File: config.mk
export PLATFORM = sky130hd
export DESIGN_NAME = alu_share_arbiter
export DESIGN_NICKNAME = d
export VERILOG_FILES = /design/src/rtl/alu_arb_pkg.sv /design/src/rtl/alu_rr_arb.sv /design/src/rtl/alu_share_arbiter.sv
export SDC_FILE = /design/constraint.sdc
export NUM_CORES = 1
export LEC_CHECK = 0
export CAP_MARGIN = 20
export CORE_MARGIN = 1
export CORE_UTILIZATION = 37
export CTS_BUF_LIST = sky130_fd_sc_hd__clkbuf_4
export DETAILED_ROUTE_END_ITERATION = 10
export HOLD_SLACK_MARGIN = 0.05
export PLACE_DENSITY_LB_ADDON = 0.2
export RECOVER_POWER = 50
export SKIP_LAST_GASP = 1
export SLEW_MARGIN = 25
export SYNTH_ARGS = -nofsm -noshare
export SYNTH_HDL_FRONTEND = slang
export SYNTH_SLANG_ARGS = --single-unit
File: constraint.sdc
create_clock -name clk -period 1.2 [get_ports clk]
set_input_delay 0.24 -clock clk [delete_from_list [all_inputs] [get_ports clk]]
set_output_delay 0.24 -clock clk [all_outputs]
set_load 0.02 [all_outputs]
File: src/rtl/alu_arb_pkg.sv
// alu_arb_pkg
// Shared definitions for the ALU share arbiter:
//   - arb_state_t     : arbiter FSM states (IDLE, EXEC, RESP)
//   - FLAG_*          : bit positions of {N,Z,C,V} in the flag vector
//   - FN_*            : every function code the shared ALU implements
//   - func_is_legal() : membership test against the FN_* set
package alu_arb_pkg;

  typedef enum logic [1:0] {
    IDLE = 2'd0,
    EXEC = 2'd1,
    RESP = 2'd2
  } arb_state_t;

  localparam int FLAG_N = 3;
  localparam int FLAG_Z = 2;
  localparam int FLAG_C = 1;
  localparam int FLAG_V = 0;

  localparam logic [5:0] FN_ADD   = 6'b100000;
  localparam logic [5:0] FN_ADDU  = 6'b100001;
  localparam logic [5:0] FN_ADDI  = 6'b001000;
  localparam logic [5:0] FN_BNE   = 6'b000101;
  localparam logic [5:0] FN_SUB   = 6'b100010;
  localparam logic [5:0] FN_SUBU  = 6'b100011;
  localparam logic [5:0] FN_PASSB = 6'b011001;
  localparam logic [5:0] FN_SLT   = 6'b101010;
  localparam logic [5:0] FN_SLTU  = 6'b101011;
  localparam logic [5:0] FN_SLTI  = 6'b001010;
  localparam logic [5:0] FN_SLTIU = 6'b001011;
  localparam logic [5:0] FN_AND   = 6'b100100;
  localparam logic [5:0] FN_ANDI  = 6'b001100;
  localparam logic [5:0] FN_OR    = 6'b100101;
  localparam logic [5:0] FN_ORI   = 6'b001101;
  localparam logic [5:0] FN_XOR   = 6'b100110;
  localparam logic [5:0] FN_XORI  = 6'b001110;
  localparam logic [5:0] FN_NOR   = 6'b100111;
  localparam logic [5:0] FN_LUI   = 6'b001111;
  localparam logic [5:0] FN_SLL   = 6'b000000;
  localparam logic [5:0] FN_SLLV  = 6'b000100;
  localparam logic [5:0] FN_SRA   = 6'b000011;
  localparam logic [5:0] FN_SRAV  = 6'b000111;
  localparam logic [5:0] FN_SRL   = 6'b000010;
  localparam logic [5:0] FN_SRLV  = 6'b000110;

  function automatic logic func_is_legal(input logic [5:0] func);
    case (func)
      FN_ADD, FN_ADDU, FN_ADDI, FN_BNE, FN_SUB, FN_SUBU, FN_PASSB,
      FN_SLT, FN_SLTU, FN_SLTI, FN_SLTIU, FN_AND, FN_ANDI, FN_OR,
      FN_ORI, FN_XOR, FN_XORI, FN_NOR, FN_LUI, FN_SLL, FN_SLLV,
      FN_SRA, FN_SRAV, FN_SRL, FN_SRLV: return 1'b1;
      default:                          return 1'b0;
    endcase
  endfunction

endpackage

File: src/rtl/alu_rr_arb.sv
// alu_rr_arb
// Two-way round-robin picker, purely combinational. The requester named
// by ptr wins a tie; otherwise whichever requester is valid wins.
// Ports:
//   valid[1:0] : request valids (bit i = requester i)
//   ptr        : priority pointer (owned by the parent)
//   grant[1:0] : one-hot grant, all-zero when nothing is valid
module alu_rr_arb (
  input  logic [1:0] valid,
  input  logic       ptr,
  output logic [1:0] grant
);

  always_comb begin
    // NOTE: default first so every path assigns grant and no latch is inferred.
    grant = 2'b00;
    if (ptr == 1'b0) begin
      if (valid[0])      grant = 2'b01;
      else if (valid[1]) grant = 2'b10;
    end else begin
      if (valid[1])      grant = 2'b10;
      else if (valid[0]) grant = 2'b01;
    end
  end

endmodule

File: src/rtl/alu_share_arbiter.sv
// alu_share_arbiter
// Shares one combinational ALU between two requesters. One operation is in
// flight at a time: IDLE picks a request round-robin and registers its
// operands, EXEC drives the ALU for one cycle and captures result + flags,
// RESP holds the response until the owner accepts it.
// Ports:
//   clk, rst_n                 : clock, asynchronous active-low reset
//   req_valid/req_ready[1:0]   : request handshake per requester
//   req_a0/b0/func0, req_a1/b1/func1, req_cin[1:0] : request payloads
//   resp_valid/resp_ready[1:0] : response handshake per requester
//   resp_out, resp_flags{N,Z,C,V}, resp_err : shared response payload
//   alu_a/b/func/cin           : operands to the shared ALU (registered)
//   alu_out, alu_n/z/c/v       : ALU result and flags
// Configuration:
//   ALU_ARB_FUNC_CHECK_EN : when defined, illegal function codes bypass EXEC
//   and answer one cycle after accept with resp_err=1 and a zero result.
module alu_share_arbiter
  import alu_arb_pkg::*;
#(
  parameter int DATA_W = 32,
  parameter int FUNC_W = 6
) (
  input  logic              clk,
  input  logic              rst_n,
  input  logic [1:0]        req_valid,
  output logic [1:0]        req_ready,
  input  logic [DATA_W-1:0] req_a0,
  input  logic [DATA_W-1:0] req_b0,
  input  logic [DATA_W-1:0] req_a1,
  input  logic [DATA_W-1:0] req_b1,
  input  logic [FUNC_W-1:0] req_func0,
  input  logic [FUNC_W-1:0] req_func1,
  input  logic [1:0]        req_cin,
  output logic [1:0]        resp_valid,
  input  logic [1:0]        resp_ready,
  output logic [DATA_W-1:0] resp_out,
  output logic [3:0]        resp_flags,
  output logic              resp_err,
  output logic [DATA_W-1:0] alu_a,
  output logic [DATA_W-1:0] alu_b,
  output logic [FUNC_W-1:0] alu_func,
  output logic              alu_cin,
  input  logic [DATA_W-1:0] alu_out,
  input  logic              alu_n,
  input  logic              alu_z,
  input  logic              alu_c,
  input  logic              alu_v
);

  arb_state_t        state;
  logic              ptr;
  logic              owner;
  logic [DATA_W-1:0] op_a, op_b;
  logic [FUNC_W-1:0] op_func;
  logic              op_cin;
  logic [DATA_W-1:0] res_out;
  logic [3:0]        res_flags;

  logic [1:0]        grant;
  logic              sel;
  logic              accept;
  logic              func_ok;
  logic [DATA_W-1:0] sel_a, sel_b;
  logic [FUNC_W-1:0] sel_func;
  logic              sel_cin;

  alu_rr_arb u_rr (
    .valid (req_valid),
    .ptr   (ptr),
    .grant (grant)
  );

  // Ready is only offered while idle, and only to the granted requester.
  assign req_ready = (state == IDLE) ? grant : 2'b00;
  assign accept    = |(req_valid & req_ready);

  assign sel      = grant[1];
  assign sel_a    = sel ? req_a1    : req_a0;
  assign sel_b    = sel ? req_b1    : req_b0;
  assign sel_func = sel ? req_func1 : req_func0;
  assign sel_cin  = req_cin[sel];

`ifdef ALU_ARB_FUNC_CHECK_EN
  logic err_q;

  assign func_ok = func_is_legal(sel_func);

  // Error flag is decided at accept and held unchanged through RESP.
  always_ff @(posedge clk or negedge rst_n) begin
    if (!rst_n)                         err_q <= 1'b0;
    else if (state == IDLE && accept)   err_q <= ~func_ok;
  end

  assign resp_err = err_q;
`else
  assign func_ok  = 1'b1;
  assign resp_err = 1'b0;
`endif

  // NOTE: all sequential state uses non-blocking assignments so every
  // register samples pre-edge values regardless of statement order.
  always_ff @(posedge clk or negedge rst_n) begin
    if (!rst_n) begin
      state     <= IDLE;
      ptr       <= 1'b0;
      owner     <= 1'b0;
      op_a      <= '0;
      op_b      <= '0;
      op_func   <= '0;
      op_cin    <= 1'b0;
      res_out   <= '0;
      res_flags <= '0;
    end else begin
      case (state)
        IDLE: begin
          if (accept) begin
            owner <= sel;
            if (func_ok) begin
              op_a    <= sel_a;
              op_b    <= sel_b;
              op_func <= sel_func;
              op_cin  <= sel_cin;
              state   <= EXEC;
            end else begin
              // Illegal code: answer directly, ALU operands untouched.
              res_out   <= '0;
              res_flags <= '0;
              state     <= RESP;
            end
          end
        end
        EXEC: begin
          res_out           <= alu_out;
          res_flags[FLAG_N] <= alu_n;
          res_flags[FLAG_Z] <= alu_z;
          res_flags[FLAG_C] <= alu_c;
          res_flags[FLAG_V] <= alu_v;
          state             <= RESP;
        end
        RESP: begin
          // Pointer moves only on completion, handing priority to the other side.
          if (resp_ready[owner]) begin
            ptr   <= ~owner;
            state <= IDLE;
          end
        end
        default: state <= IDLE;
      endcase
    end
  end

  assign resp_valid = (state == RESP) ? (owner ? 2'b10 : 2'b01) : 2'b00;
  assign resp_out   = res_out;
  assign resp_flags = res_flags;

  assign alu_a    = op_a;
  assign alu_b    = op_b;
  assign alu_func = op_func;
  assign alu_cin  = op_cin;

endmodule
==> run summary, run 1 <==
The die extent in y is 126 um. For the finished layout, the period the worst path requires is roughly 1.7 ns. The part of the power in registers is 0.232. The number of different library cells in the post-synthesis netlist is 25. After detailed placement, the design holds a cell count of 982.

No sink is reached through more buffers than the 2 on the longest clock path. TritonCTS built the clock tree. The main combinational cell family by area after synthesis is compound AO/OA/AOI/OAI gates. The final wirelength came out at 25900 um. The synthesized-area fraction occupied by adder cells is 0. Routed signal wires occupy layers up through met4. The number of buffer and inverter stages on the critical path is 1. The total DRC errors in the routed layout came out at 23. The number of port buffers came out at between 200 and 300.

The met2 wire length came out at between 10000 and 15000 um. The sum of overflow across all layers after global routing came out at 0. The met3 routed wirelength came out at roughly 2000 um. Broken down by cell family, the worst path's largest delay share belongs to flip-flops. The count of mapped cells out of synthesis came out at ~520. The complex-gate fraction of the synthesized area came to 0.287.

The type of the setup path with the least slack is register to output port. The power density over the cells is ~2700 nW/um2. The wire length of the first global-routing pass is between 30000 and 40000 um. Along the worst path, the maximum fanout reaches 4. The count of routing violations after the opening detailed-route iteration is 477. The clock-pin slew on the worst setup and hold paths is between 0.15 and 0.2 ns. For this design the total switching power over the nets is between 0.01 and 0.015 W. The path class of the tightest hold or removal check is input port to register.

The cell sitting at the root of the clock tree is a sky130_fd_sc_hd__clkbuf_4. The post-placement setup slack is -0.638 ns. The detail route stage leaves a number of antenna-violating nets equal to 0. For this design the top-level I/O count stands at about 300. With fillers left out, the area of the finished cells amounts to approximately 12000 um2. Of the available clock period, the critical path in the final layout requires 1.39. The average instance in the mapped netlist occupies 11.0 um2. The async set or reset register ratio after synthesis is 1.00. The clock latency on the worst-skew pair came out at ~0.48 ns.

The number of setup violations in the final report came out at 219. The ratio of routed vias to standard cells came out at around 5.6. The area share of the largest cell type after synthesis is 0.492.

The multiplexer area fraction after synthesis is 0.0717. The count of yosys warnings during synthesis came out at 0. The maximum operating frequency came out at about 600 MHz. The number of synthesized register bits came out at around 110. The switching power as a share of total power came out at 0.404. Setup repair after global routing could not meet its margin everywhere. Data on the critical path is required at its endpoint by between 0.9 and 1 ns. At the end of routability-driven placement, the weighted congestion stood at between 0.7 and 0.8. The proportion of power drawn by the clock network is 0.056.

The signal arrival time at the worst endpoint came out at 1.43 ns. The flow ran to the end, but the final reports show violations. Measured on the finished design, the core utilization comes to 0.796. The fraction of final layout cells with drive strength greater than 1 is 0.506. For this design the static power due to leakage is 4.81 nW. In the final routed layout, each cell accounts on average for 23.1 um. The overall die area came out at roughly 16000 um2.

Traced cell by cell, the critical path runs through or2_4, nor2_4, buf_6. The horizontal die dimension is roughly 130 um. The internal power of the cells came out at roughly 0.019 W. The cell area that synthesis handed to floorplanning was about 5700 um2. The synthesis-to-layout area growth came out at 107%. The critical path startpoint category is a register.

The most used flip-flop cell after synthesis is sky130_fd_sc_hd__dfrtp_1. For this run, the register share of the synthesized area comes to 0.492. The max-slew violation total from the final report came out at 0. Of the total synthesized cell area, the portion taken by XOR and XNOR cells is 0. The post-synth net total is 700.

The H-tree depth came out at 3. The max capacitance violation total is 0. The CTS buffer count is 9. The effective utilization at floorplan came out at 0.384. The number of antenna violations at the first check in global routing is 0. The count of TritonRoute iterations in the first routing pass is 8. The number of flops mapped to enable cells by yosys is 0. In the post-synthesis netlist, the biggest area contributors are sky130_fd_sc_hd__dfrtp_1 49%, sky130_fd_sc_hd__a31oi_2 15%, sky130_fd_sc_hd__mux2_1 7.2%. For this design, the slowest cell found on the critical path is sky130_fd_sc_hd__dfrtp_1. The final reports fail on DRC, setup timing. The delay contributed by the slowest stage of the critical path came out at 0.47 ns. The number of nets in the layout is around 1100. sky130_fd_sc_hd__dfrtp_1 is the most common cell in the netlist. In the global route stage, overall resource usage came out at 0.290. Of the total synthesized cell area, the portion taken by AND, OR, NAND and NOR gates is 0.0773. The total number of clock tree sinks is between 100 and 150. The setup slack of the critical path after layout came out at -0.465 ns. For this block, the via count after detailed routing is 6292. The placed standard-cell area came out at roughly 9000 um2. The number of non-filler instances in the completed layout is 1122. The count of final hold-check violations is 0. The filler cell count in the final layout is roughly 860. The kind of end point of the critical path is an output port. The number of cell rows is 44. The share of power burned in combinational logic came out at 0.712.

In the final routing, the length of wire on met1 measures 9360 um. The clock arrives with ~0.02 ns of skew. Entering global routing, the biggest net connects 39 pins. Setup total negative slack on the finished layout was measured at -38.17 ns. The estimated wirelength of the detail-placed design came out at between 10000 and 15000 um. After synthesis, the most frequently instantiated cells are 111 x sky130_fd_sc_hd__dfrtp_1, 72 x sky130_fd_sc_hd__a21oi_1, 72 x sky130_fd_sc_hd__o21ai_0. The worst-case IR drop observed on VDD is around 0.0014 V. The number of antenna diodes is 0. The core box area is about 15000 um2. The library cell with the largest summed area after synthesis is sky130_fd_sc_hd__dfrtp_1. The via count of the first global-routing pass came out at between 6000 and 7000.
[per-layer routing]
layer	vias up	track usage
li1	2757	-
met1	3156	0.339
met2	315	0.505
met3	64	0.0629
met4	0	0.137
met5	-	0
[cells by family (layout without fill, tap and decap cells)]
family / Yosys count / count (layout)
AOI/OAI and AO/OA: 219 / 219
buffers and inverters: 63 / 485
DFF: 111 / 111
muxes: 36 / 36
other: 1 / 1
and+or+nand+nor: 86 / 86
[power groups by stage]
| stage | Combinational, W | Clock [W] | Sequential, W |
|---|---|---|---|
| 4_1_cts | 0.0193 | 0.00177 | 0.00715 |
| 3_3_place_gp | 0.0134 | 0 | 0.00677 |
| 6_report | 0.0223 | 0.00176 | 0.00730 |
| 2_1_floorplan | 0.00549 | 0 | 0.00899 |
| 5_1_grt | 0.0232 | 0.00192 | 0.00745 |
| 3_5_place_dp | 0.0136 | 0 | 0.00685 |
[worst register-to-register path: cells and delay by family, from the launching register on]
family                 cells  cell delay [ns]
buffers and inverters      5             0.62
and+or+nand+nor            1             0.13
AOI/OAI and AO/OA          2             0.29
DFF                        1             0.44
[final cells by class]
| type | instances | area, um2 | share of cell area |
|---|---|---|---|
| tap | 184 | 230 | 0.0197 |
| clock buffer | 11 | 82.6 | 0.00706 |
| timing repair buffer | 465 | 5210 | 0.446 |
| inverter | 4 | 15.0 | 0.00128 |
| clock inverter | 5 | 35.0 | 0.00300 |
| sequential | 111 | 2780 | 0.238 |
| multi-input combinational | 342 | 3340 | 0.286 |
[layout by cell type, fill, tap and decap left out, types with 2 or more instances in the layout]
cell type / n
sky130_fd_sc_hd__clkdlybuf4s50_1: 180
sky130_fd_sc_hd__buf_6: 130
sky130_fd_sc_hd__dfrtp_1: 110
sky130_fd_sc_hd__buf_4: 92
sky130_fd_sc_hd__nand3_1: 71
sky130_fd_sc_hd__a21oi_1: 53
sky130_fd_sc_hd__a31oi_2: 38
sky130_fd_sc_hd__mux2_4: 36
sky130_fd_sc_hd__a31oi_4: 31
sky130_fd_sc_hd__buf_12: 28
sky130_fd_sc_hd__o21ai_2: 23
sky130_fd_sc_hd__o21ai_1: 23
sky130_fd_sc_hd__o21ai_4: 17
sky130_fd_sc_hd__clkbuf_4: 14
sky130_fd_sc_hd__buf_16: 12
sky130_fd_sc_hd__o21ai_0: 11
sky130_fd_sc_hd__a21oi_2: 11
sky130_fd_sc_hd__a21oi_4: 8
sky130_fd_sc_hd__clkbuf_16: 8
sky130_fd_sc_hd__buf_8: 7
sky130_fd_sc_hd__nand2b_4: 3
sky130_fd_sc_hd__nor2_4: 3
sky130_fd_sc_hd__inv_1: 3
sky130_fd_sc_hd__a31oi_1: 3
sky130_fd_sc_hd__clkinvlp_4: 3
sky130_fd_sc_hd__nor2_1: 2
[flip-flops by register name (all words and copies together) (netlist names)]
name / cells
alu_func: 6
resp_out: 32
alu_a: 32
alu_cin: 1
owner: 1
resp_flags: 4
alu_b: 32
state: 2
ptr: 1
[stage by stage]
| step | hold slack (ns) | total power (W) |
|---|---|---|
| 2_1_floorplan | -0.0556 | 0.0145 |
| 3_3_place_gp | 0.133 | 0.0202 |
| 3_5_place_dp | 0.134 | 0.0205 |
| 4_1_cts | 0.0830 | 0.0282 |
| 5_1_grt | 0.0965 | 0.0326 |
| 6_report | 0.106 | 0.0314 |
[path summary, 6_finish.rpt]
path                                       from                  endpoint  slack, ns  depth (start not counted)
max in group asynchronous                 rst_n  resp_out[30]$_DFFE_PN0N_       0.16                          3
min in group asynchronous                 rst_n       alu_cin$_DFFE_PN0P_       0.18                          2
max                        state[1]$_DFFE_PN0P_              req_ready[1]      -0.47                          3
max reg2reg                     ptr$_DFFE_PN0P_      alu_a[9]$_DFFE_PN0P_      -0.36                          8
min                                req_valid[1]         owner$_DFFE_PN0P_       0.11                          3
min reg2reg                   owner$_DFFE_PN0P_           ptr$_DFFE_PN0P_       0.53                          1
[what timing repair did]
action / 4_1_cts / 5_1_grt
hold buffers: 1 / 0
endpoints found under the setup margin: 218 / 221
resized for setup: 776 / 183
buffers inserted: 58 / 59
pin swaps: 9 / 48
cloned: 17 / 9
endpoints found under the hold margin: 111 / 0
Power figures use the tool's default switching activity.
==> inputs of run 2 (changes only) <==
Settings changed: GPL_TIMING_DRIVEN set to 0.
==> run 2 against run 1 <==
Compared with the run above: the flow still finishes with violations (DRC, setup timing); clock-buffer cell count shrank 2; die area is the same; wire length shrank 17%; cell count shrank 0.53%; combinational power shrank 13%; first-iteration DRC count shrank 23%; register-to-register slack lost 0.08 ns; hold slack gained 0.20 ns; global-route usage shrank 2.4 points; critical path type unchanged.
==> run summary, run 2 (same netlist as run 1, synthesis figures left out) <==
The count of final hold-check violations came out at 0 (unchanged). The worst setup path is captured at an output port. The instance count along the most critical hold path came out at 3 (unchanged). The share of the clock period used by the worst path after layout is 1.40 (+0.0121). The number of I/O pins is 296 (unchanged). The minimum clock period after layout came out at 1.68 ns (+0.0145 ns). The maximum fanout encountered on the critical timing path came out at 4 (unchanged). The type of the setup path with the least slack is register to output port. The number of nets in the layout came out at 1111 (-0.54%). The routability-driven placement congestion ratio is 0.827 (+4.3%). The run finished, with violations left. The aggregate global-route resource usage is 0.266 (-0.0238).

The routed wire length per instance was 19.4 um (-16%). The fraction of final layout cells with drive strength greater than 1 is 0.411 (-0.0955). The endpoint of the worst setup timing path is req_ready[1]. Setup repair after global routing could not meet its margin everywhere. The worst hold path begins at req_a0[8]. The total number of clock tree sinks is 111 (unchanged). The die extent in y is 126 um (unchanged). The count of TritonRoute iterations in the first routing pass is 8 (unchanged). The number of cell rows came out at 44 (unchanged). The number of antenna violations at the first check in global routing is 0 (unchanged).

The count of vias placed by the detailed router came out at 5902 (-6.2%). In this run the worst setup path begins at state[0]$_DFFE_PN0P_. The count of routing violations after the opening detailed-route iteration came to 369 (-23%).

The effective utilization at floorplan came out at 0.384 (unchanged). The post-placement cell count is 995 (+1.3%). The horizontal die dimension was 126 um (unchanged). The antenna violation net count after detailed routing came out at 0 (unchanged).

The max capacitance violation total is 0 (unchanged). The filler cell count in the final layout is 1031 (+19%). The total DRC errors in the routed layout came to 23 (unchanged). The core box area is 14700 um2 (unchanged).

The clock latency on the worst-skew pair was 0.48 ns (about the same). The maximum operating frequency came out at 595 MHz (-0.86%). The pin count of the biggest net entering global routing came out at 68 (+74%). The final cell utilization of the core was 0.730 (-0.0655). The estimated wirelength of the detail-placed design came out at 14200 um (+4.3%). The clock-pin slew on the worst setup and hold paths came out at 0.17 ns (about the same). The power density over the cells came to 2660 nW/um2 (-1.0%). The total area of sequential cells came out at 2780 um2 (about the same). The buffer levels on the longest clock path was 2 (unchanged).

The ratio of routed vias to standard cells came out at 5.29 (-5.7%). The H-tree depth was 3 (unchanged). The via count of the first global-routing pass came out at 5915 (-5.0%). The signal arrival time at the worst endpoint came out at 1.44 ns (about the same). The startpoint identified for the worst register-to-register timing path is state[0]$_DFFE_PN0P_.

The number of non-filler instances in the completed layout is 1116 (-0.53%). The slew at the pin with the worst max-slew slack came out at 0.666 ns. The smallest hold slack came to 0.304 ns (+0.199 ns). The sum of overflow across all layers after global routing came to 0 (unchanged). The number of setup violations in the final report came out at 221 (+0.91%). The final reports fail on DRC, setup timing. The max-slew headroom at the worst pin came out at 0.556. The internal reg-to-reg setup slack came out at -0.44 ns (-0.08 ns). The number of antenna diodes came out at 0 (unchanged). The cell sitting at the root of the clock tree is a sky130_fd_sc_hd__clkbuf_4. Relative to the synthesized area, the layout overhead comes to 89.9%. The CTS buffer count came out at 9 (unchanged). The static leakage power came out at 4.45 nW (-7.4%).

The final wirelength is 21600 um (-17%). The worst-case clock skew came out at 0.0149 ns (-0.00530 ns). The endpoint of the most critical register-to-register path is resp_out[1]$_DFFE_PN0N_. The library cells used most frequently in the layout, excluding fill and tap cells, are 182 x sky130_fd_sc_hd__clkdlybuf4s50_1, 128 x sky130_fd_sc_hd__buf_6, 109 x sky130_fd_sc_hd__dfrtp_1. Leaving out fill and tap cells, the most frequent cell in the layout is sky130_fd_sc_hd__clkdlybuf4s50_1. The area occupied by multi-input gates came out at 2670 um2 (-20%).

The maximum resistive drop on vdd is 0.00107 V (-24%). The overall die area was 15800 um2 (unchanged). The setup slack of the critical path after layout is -0.480 ns (-0.0145 ns). The critical path startpoint category is a register. The min-delay analysis places its worst path in the category input port to register.

The CTS tree is done. The number of port buffers was 294 (unchanged). The wire length of the first global-routing pass is 32500 um (-7.1%).

The worst reg-to-reg path cell count was 8 (unchanged). The max-slew violation total from the final report came out at 0 (unchanged). The total power came out at 0.0285 W (-9.2%). The endpoint required time on the critical path came to 0.96 ns (about the same).
## run 2: cell type report
class,count,area share
clock buffer,9,0.00630
multi-input combinational,342,0.249
sequential,111,0.259
tap,184,0.0215
inverter,4,0.00140
buffer,57,0.0540
clock inverter,7,0.00583
timing repair buffer,402,0.403
## run 2: metrics by stage
stage          worst slack, ns  TNS [ns]  area [um2]
3_3_place_gp             -4.76   -537.48        8890
6_report                -0.480    -45.87       10700
3_5_place_dp             -1.39    -59.59        8920
4_1_cts                 -0.560    -48.80       10400
2_1_floorplan          -0.0586     -4.88        5720
5_1_grt                 -0.563    -62.36       10700
## run 2: where the power goes
part	switching [W]	total [W]	internal, W
combinational	0.00826	0.0194	0.0112
sequential	0.00153	0.00720	0.00566
clock	0.00128	0.00190	0.000625
total	0.0111	0.0285	0.0174
## run 2: repair_timing
action | 4_1_cts | 5_1_grt
hold buffers | 1 | 0
hold endpoints to repair | 44 | 0
resized for setup | 762 | 45
gates cloned | 12 | 2
endpoints found under the setup margin | 219 | 220
pin swaps | 5 | 3
buffers inserted | 64 | 31
## run 2: per-layer routing
layer,wire (um),global-route usage
met5,0,0
met4,435,0.0689
met3,1630,0.0642
met2,11200,0.471
met1,8370,0.322
## run 2: worst min-delay path by stage
stage / to / slack (ns)
floorplan: alu_a[0]$_DFFE_PN0P_ / -0.06
global placement: resp_out[18]$_DFFE_PN0N_ / 0.47
detailed placement: alu_b[31]$_DFFE_PN0P_ / 0.20
CTS: alu_b[31]$_DFFE_PN0P_ / 0.21
global route: alu_a[9]$_DFFE_PN0P_ / 0.29
finish: alu_a[8]$_DFFE_PN0P_ / 0.30
## run 2: critical path: stages, from the launching register on
cell and delay [ns]:
sky130_fd_sc_hd__dfrtp_2 0.48, sky130_fd_sc_hd__or2_4 0.27, sky130_fd_sc_hd__nor2_4 0.08, sky130_fd_sc_hd__buf_6 0.12
